<file path="src/rtl/serial_ripple_subtractor_pkg.sv">
// Shared definitions for the bit-serial subtractor.
// FSM encodings and counter sizing helper.
package serial_ripple_subtractor_pkg;

  typedef enum logic [1:0] {
    IDLE = 2'd0,
    RUN  = 2'd1,
    DONE = 2'd2
  } state_t;

  function automatic int cnt_w(input int w);
    return (w > 1) ? $clog2(w) : 1;
  endfunction

endpackage

</file>
<file path="src/rtl/serial_ripple_subtractor_cell.sv">
// One-bit full subtractor used as the single
// time-shared cell of the serial subtractor.
module full_sub_cell (
  input  logic a,
  input  logic b,
  input  logic bin,
  output logic d,
  output logic bo
);

  assign d  = a ^ b ^ bin;
  assign bo = (~a & b) | (~(a ^ b) & bin);

endmodule

</file>
<file path="src/rtl/serial_ripple_subtractor.sv">
// Bit-serial subtractor: diff = a - b - bin,
// one bit per clock, LSB first, start/done handshake.
module serial_ripple_subtractor #(
  parameter int WIDTH = 4
) (
  input  logic             clk,
  input  logic             rst,
  input  logic             start,
  input  logic [WIDTH-1:0] a,
  input  logic [WIDTH-1:0] b,
  input  logic             bin,
  output logic             busy,
  output logic             done,
  output logic [WIDTH-1:0] diff,
  output logic             bout
);

  import serial_ripple_subtractor_pkg::*;

  localparam int CW = cnt_w(WIDTH);
  localparam logic [CW-1:0] LAST = CW'(WIDTH - 1);

  state_t state;
  state_t state_nxt;

  logic [WIDTH-1:0] a_sr;
  logic [WIDTH-1:0] b_sr;
  logic [WIDTH-1:0] res_sr;
  logic [WIDTH-1:0] res_nxt;
  logic [CW-1:0]    count;
  logic             br;
  logic             d;
  logic             bo;
  logic             last;
  logic             accept;

  assign last   = (count == LAST);
  assign accept = (state == IDLE) && start;

  full_sub_cell u_cell (
    .a   (a_sr[0]),
    .b   (b_sr[0]),
    .bin (br),
    .d   (d),
    .bo  (bo)
  );

  // New difference bit enters at the MSB so the
  // result lines up after WIDTH shifts.
  generate
    if (WIDTH == 1) begin : g_res1
      assign res_nxt = d;
    end else begin : g_resn
      assign res_nxt = {d, res_sr[WIDTH-1:1]};
    end
  endgenerate

  always_ff @(posedge clk) begin
    if (rst) begin
      state <= IDLE;
    end else begin
      state <= state_nxt;
    end
  end

  always_comb begin
    state_nxt = IDLE;
    unique case (state)
      IDLE:    state_nxt = start ? RUN : IDLE;
      RUN:     state_nxt = last ? DONE : RUN;
      DONE:    state_nxt = IDLE;
      default: state_nxt = IDLE;
    endcase
  end

  always_comb begin
    done = 1'b0;
    busy = 1'b0;
    unique case (1'b1)
      (state == RUN):  busy = 1'b1;
      (state == DONE): begin
        busy = 1'b1;
        done = 1'b1;
      end
      default: ;
    endcase
  end

  always_ff @(posedge clk) begin
    if (rst) begin
      a_sr   <= '0;
      b_sr   <= '0;
      res_sr <= '0;
      br     <= 1'b0;
      count  <= '0;
      diff   <= '0;
      bout   <= 1'b0;
    end else if (accept) begin
      a_sr  <= a;
      b_sr  <= b;
      br    <= bin;
      count <= '0;
    end else if (state == RUN) begin
      a_sr   <= a_sr >> 1;
      b_sr   <= b_sr >> 1;
      res_sr <= res_nxt;
      br     <= bo;
      count  <= count + 1'b1;
      if (last) begin
        diff <= res_nxt;
        bout <= bo;
      end
    end
  end

endmodule

</file>
<file path="config.mk">
export PLATFORM = sky130hd
export DESIGN_NAME = serial_ripple_subtractor
export DESIGN_NICKNAME = d
export VERILOG_FILES = /design/src/rtl/serial_ripple_subtractor_pkg.sv /design/src/rtl/serial_ripple_subtractor_cell.sv /design/src/rtl/serial_ripple_subtractor.sv
export SDC_FILE = /design/constraint.sdc
export NUM_CORES = 1
export LEC_CHECK = 0
export ABC_AREA = 1
export BUFFER_PORTS_ARGS = -buffer_cell sky130_fd_sc_hd__buf_2
export CAP_MARGIN = 30
export CORE_ASPECT_RATIO = 0.75
export CORE_MARGIN = 1
export CORE_UTILIZATION = 57
export CTS_BUF_LIST = sky130_fd_sc_hd__clkbuf_4
export DETAILED_ROUTE_END_ITERATION = 8
export PLACE_DENSITY_LB_ADDON = 0.08
export SKIP_CTS_REPAIR_TIMING = 1
export SYNTH_ARGS = -nofsm -noshare
export SYNTH_HDL_FRONTEND = slang
export SYNTH_SLANG_ARGS = --single-unit
</file>
<file path="constraint.sdc">
create_clock -name clk -period 1.6 [get_ports clk]
set_input_delay 0.08 -clock clk [delete_from_list [all_inputs] [get_ports clk]]
set_output_delay 0.08 -clock clk [all_outputs]
set_load 0.05 [all_outputs]
</file>
# [Yosys cells after proc, flatten, opt, wreduce, memory -nomap -nowiden]
# Index checks and enable logic that the tools add are counted.
[totals] reg_bits=22 output_inout_bits=7 inputBits=12 elab_cells=38
[op_classes] n_reduce_logical=7 addsub=1 eq_ne=3 n_mux=11 n_bitwise=8
[ops] cell="two-way mux 4 bit" n=4
[ops] cell="two-way mux 1 bit" n=5
[ops] cell="== test 2 bit (second input constant)" n=2
[ops] cell="case mux 2 bit (2 select lines)" n=1
[ops] cell="OR reduction 2 bit" n=2
[ops] cell="inverter 1 bit" n=3
[ops] cell="AND reduction 3 bit" n=1
[ops] cell="adder 2 x 1 -> 2 bit (second input constant)" n=1
[ops] cell="AND 1 bit" n=2
[ops] cell="== test 2 x 1 -> 1 bit (second input constant)" n=1
[ops] cell="zero test 2 bit" n=1
[ops] cell="two-way mux 2 bit" n=1
[ops] cell="AND reduction 2 bit" n=1
[ops] cell="nonzero test 2 bit" n=1
[ops] cell="XOR 1 bit" n=2
[ops] cell="logical AND 1 bit" n=1
[ops] cell="bitwise OR 1 bit" n=1

# [Depth between registers and ports, before layout]
[logic_depth] word_depth=6 mapped_depth=9

# [Modules after synthesis]
# From an unflattened synthesis, not the netlist that was laid out.
[unflattened] hier_cells=128 hier_area_um2=1001.0
[modules_own_cells] module="serial_ripple_subtractor" cells_per_inst=124 area_each_um2=969.7 instances=1 seq_area_each_um2=420.4
[modules_own_cells] module="full_sub_cell" cells_per_inst=4 area_each_um2=31.3 instances=1 seq_area_each_um2=0.0

# [Worst setup path before layout]
# Ideal clock, no wire load.
[synth_timing] path_kind="register -> register" from="register state[0]" to="register bout" setup_time_ns=0.120 arrival_ns=1.056 required_ns=1.480 period_less_slack_ns=1.177 path_slack_ns=0.423 n_path_buf=1 path_stages_with_launch=8 cell_sequence="dfxtp_1 > inv_1 > ha_1 > buf_6 > nand2_8 > nand3_1 > nand2_1 > a21oi_1"
[synth_via] elab_chain_cells=4 word_cells_on_any_way=5
[synth_rtl] element="start, declared" line_no="serial_ripple_subtractor.sv:23" rtl="state_t state;"
[synth_rtl] element="start signal, assigned" line_no="serial_ripple_subtractor.sv:62" rtl="state <= state_nxt;"
[synth_rtl] element="zero test 2 bit" line_no="serial_ripple_subtractor.sv:38" rtl="assign accept = (state == IDLE) && start;"
[synth_rtl] element="logical AND 1 bit" line_no="serial_ripple_subtractor.sv:38"
[synth_rtl] element="inverter 1 bit (no source line)"
[synth_rtl] element="AND reduction 3 bit (no source line) *"
[synth_rtl] element="end signal, assigned" line_no="serial_ripple_subtractor.sv:111" rtl="bout <= bo;"
[synth_rtl] element="end, declared" line_no="serial_ripple_subtractor.sv:15" rtl="output logic bout"
# Mark *: on every way between the ends. The rest lies on a longest branch, timed or not.
# A chain may end at the register's enable or synchronous reset.

# [Worst setup path after layout]
[layout_timing] from="register state[0]" to="register diff[2]"
[layout_via] elab_chain_cells=4 word_cells_on_any_way=5
[layout_rtl] element="zero test 2 bit" line_no="serial_ripple_subtractor.sv:38"
[layout_rtl] element="logical AND 1 bit" line_no="serial_ripple_subtractor.sv:38"
[layout_rtl] element="inverter 1 bit (no source line)"
[layout_rtl] element="AND reduction 3 bit (no source line) *"
[layout_rtl] element="end signal, assigned" line_no="serial_ripple_subtractor.sv:110" rtl="diff <= res_nxt;"
[layout_rtl] element="end, declared" line_no="serial_ripple_subtractor.sv:14" rtl="output logic [WIDTH-1:0] diff,"
# Marked as above.

==> out/qor.yml <==
fmax_mhz: 727.8
regToRegSetupSlack_ns: 0.23
whs_endpoint: "b_sr[3]"
die_x_um: 52.26
drive_above_1_share: 0.2276
cap_viol_max_count: 0
rr_endpoint: "diff[2]"
critPathLaunchType: "flip-flop"
fillers: 169
wl_per_cell_um: 11.60
cts_buffers: 3
synth.avg_cell_area_um2: 8.370
drv_slew: 0
synth_nets: 147
clock_latency_ns: 0.30
worst_slack_ns: 0.2260
worstMarginPinSlew_ns: 0.3308
setup_tns_ns: 0
globalRoute.totalOverflow: 0
placed_cells: 163
final_common_cell: "nand3_1"
drtPass1Iterations: 4
critical_path_class: "flip-flop to flip-flop"
htreeDepth: 1
ios: 19
vias: 857
ys_seq_area_frac: 0.3893
fp-row-count: 13
fin_crit_ns: 1.374
synth_warnings: 0
via_per_inst: 5.132
grt_setup_unrepaired: "false"
crit_start: "state[0]"
drt-initial-drc-count: 18
gp_congestion: 0.7651
port_buffers: 18
vdd_drop_max_mv: 0.6439
initial_core_util: 0.6147
grt_pass1_vias: 794
worst-path-max-fanout: 24
grt_pass1_wl_um: 3187
nets: 164
grt_max_degree: 25
antenna_found_initial: 0
dr_wl_met2_um: 853
hold_class: "input pin to flip-flop"
cp_data_required_time_ns: 1.80
seqCellArea_um2: 420.4
core_mm2: 0.001757
syn_to_final_growth_pct: 6.257
dp_slack_ns: 0.2521
hpwl_um: 1444
synth_area_mm2: 0.001080
wl_met1_um: 984
critPathArrivalTime_ns: 1.58
slew_headroom: 0.7792
cts_tree: "built"
drc: 0
reg2reg_from: "state[0]"
p_leak_nw: 0.5395
power_mw: 1.046
highest_layer: "met4"
hold_depth: 3
finClkSkew_ns: 0.001897
cts_root_buf: "clkbuf_4"
cp-end-kind: "flip-flop"
multiInputGateArea_um2: 489.2
diodes: 0
wirelength_um: 1937
whs_ns: 0.02043
reg2reg_depth: 6
ys_ff_latch: 21
timing.final.crit_share: 0.8588
layout_common_cells: "26 x nand3_1, 21 x dfxtp_1, 18 x buf_2, 17 x inv_1, 17 x nand2_1"
synth_cell_types: 19
setup_viol: 0
clockBufferDepth: 2
clock-sinks: 21
syn_inst: 129
cts.clk_slew.worst_paths_ns: 0.11
grt_use_total: 0.2164
fin_cells: 167
drtAntennaViolNets: 0
outcome: "completed"
die_h_um: 39.70
fp.dieArea_mm2: 0.002074
wl_met3_um: 92
hold_viol_final: 0
hold_start: "b[3]"
cellPowerDensity_mw_per_mm2: 912.0
layer usage:
| metal | up-vias | GRT usage |
|---|---|---|
| met1 | 382 | 0.2455 |
| met4 | 0 | 0.05263 |
| met2 | 18 | 0.3846 |
| met3 | 2 | 0.08527 |
| met5 | - | 0 |
| li1 | 455 | - |
logic make-up (layout without fill, tap and decap cells):
logic type               Yosys count  count (layout)  synth area share
buffers and inverters             27              43            0.1576
AO/OA/AOI/OAI                     14              14           0.06488
AND/OR/NAND/NOR                   60              60            0.3036
XOR/XNOR                           1               1          0.008113
adder cells (fa/ha/maj)            6               6           0.07648
flip-flops                        21              21            0.3893
power by group:
part	internal [mW]	total [mW]	switching (mW)
Clock	0.114	0.273	0.158
Combinational	0.0732	0.201	0.128
Sequential	0.553	0.572	0.0197
Total	0.740	1.05	0.306
worst max-delay path: stages, from the launching register on:
cell	delay [ns]
dfxtp_1	0.38
inv_1	0.07
ha_1	0.27
nand2_8	0.17
nand3_1	0.19
nand2_1	0.12
a21oi_1	0.06
Yosys cell counts, drive strengths merged:
master,instances,area (um2)
fa,1,20.02
dfxtp,21,420.4
nor4,1,12.51
o21ai,3,15.01
nor3,1,5.000
a21oi,11,55.05
nand4,5,31.28
ha,5,62.56
nor2,4,15.01
nand2,18,83.83
nand3,31,180.2
inv,18,67.56
buf,9,102.6
xnor2,1,8.760
sequential cells by signal (all words and copies together), names as in the netlist:
register / cells
a_sr: 4
b_sr: 4
bout: 1
br: 1
count: 2
diff: 4
res_sr: 3
state: 2
cell type report:
type / count / share of cell area
Clock buffer: 4 / 0.02617
Multi-Input combinational cell: 81 / 0.4264
Inverter: 18 / 0.05889
Sequential cell: 21 / 0.3664
Timing Repair Buffer: 21 / 0.09815
Tap cell: 22 / 0.02399
worst max path at each step:
stage                     endpoint  slack (ns)
after floorplan               bout        0.42
after global placement     diff[1]        0.32
after detailed placement   diff[1]        0.25
after CTS                     busy        0.21
after global routing       diff[2]         0.1
final                      diff[2]        0.23
through the flow:
| stage | cell area (um2) | utilization |
|---|---|---|
| final | 1147 | 0.6531 |
| after global routing | 1147 | 0.6531 |
| after CTS | 1147 | 0.6531 |
| after detailed placement | 1117 | 0.6360 |
| after global placement | 1117 | 0.6360 |
| after floorplan | 1080 | - |
No activity file was read; power rests on OpenSTA's default activity.
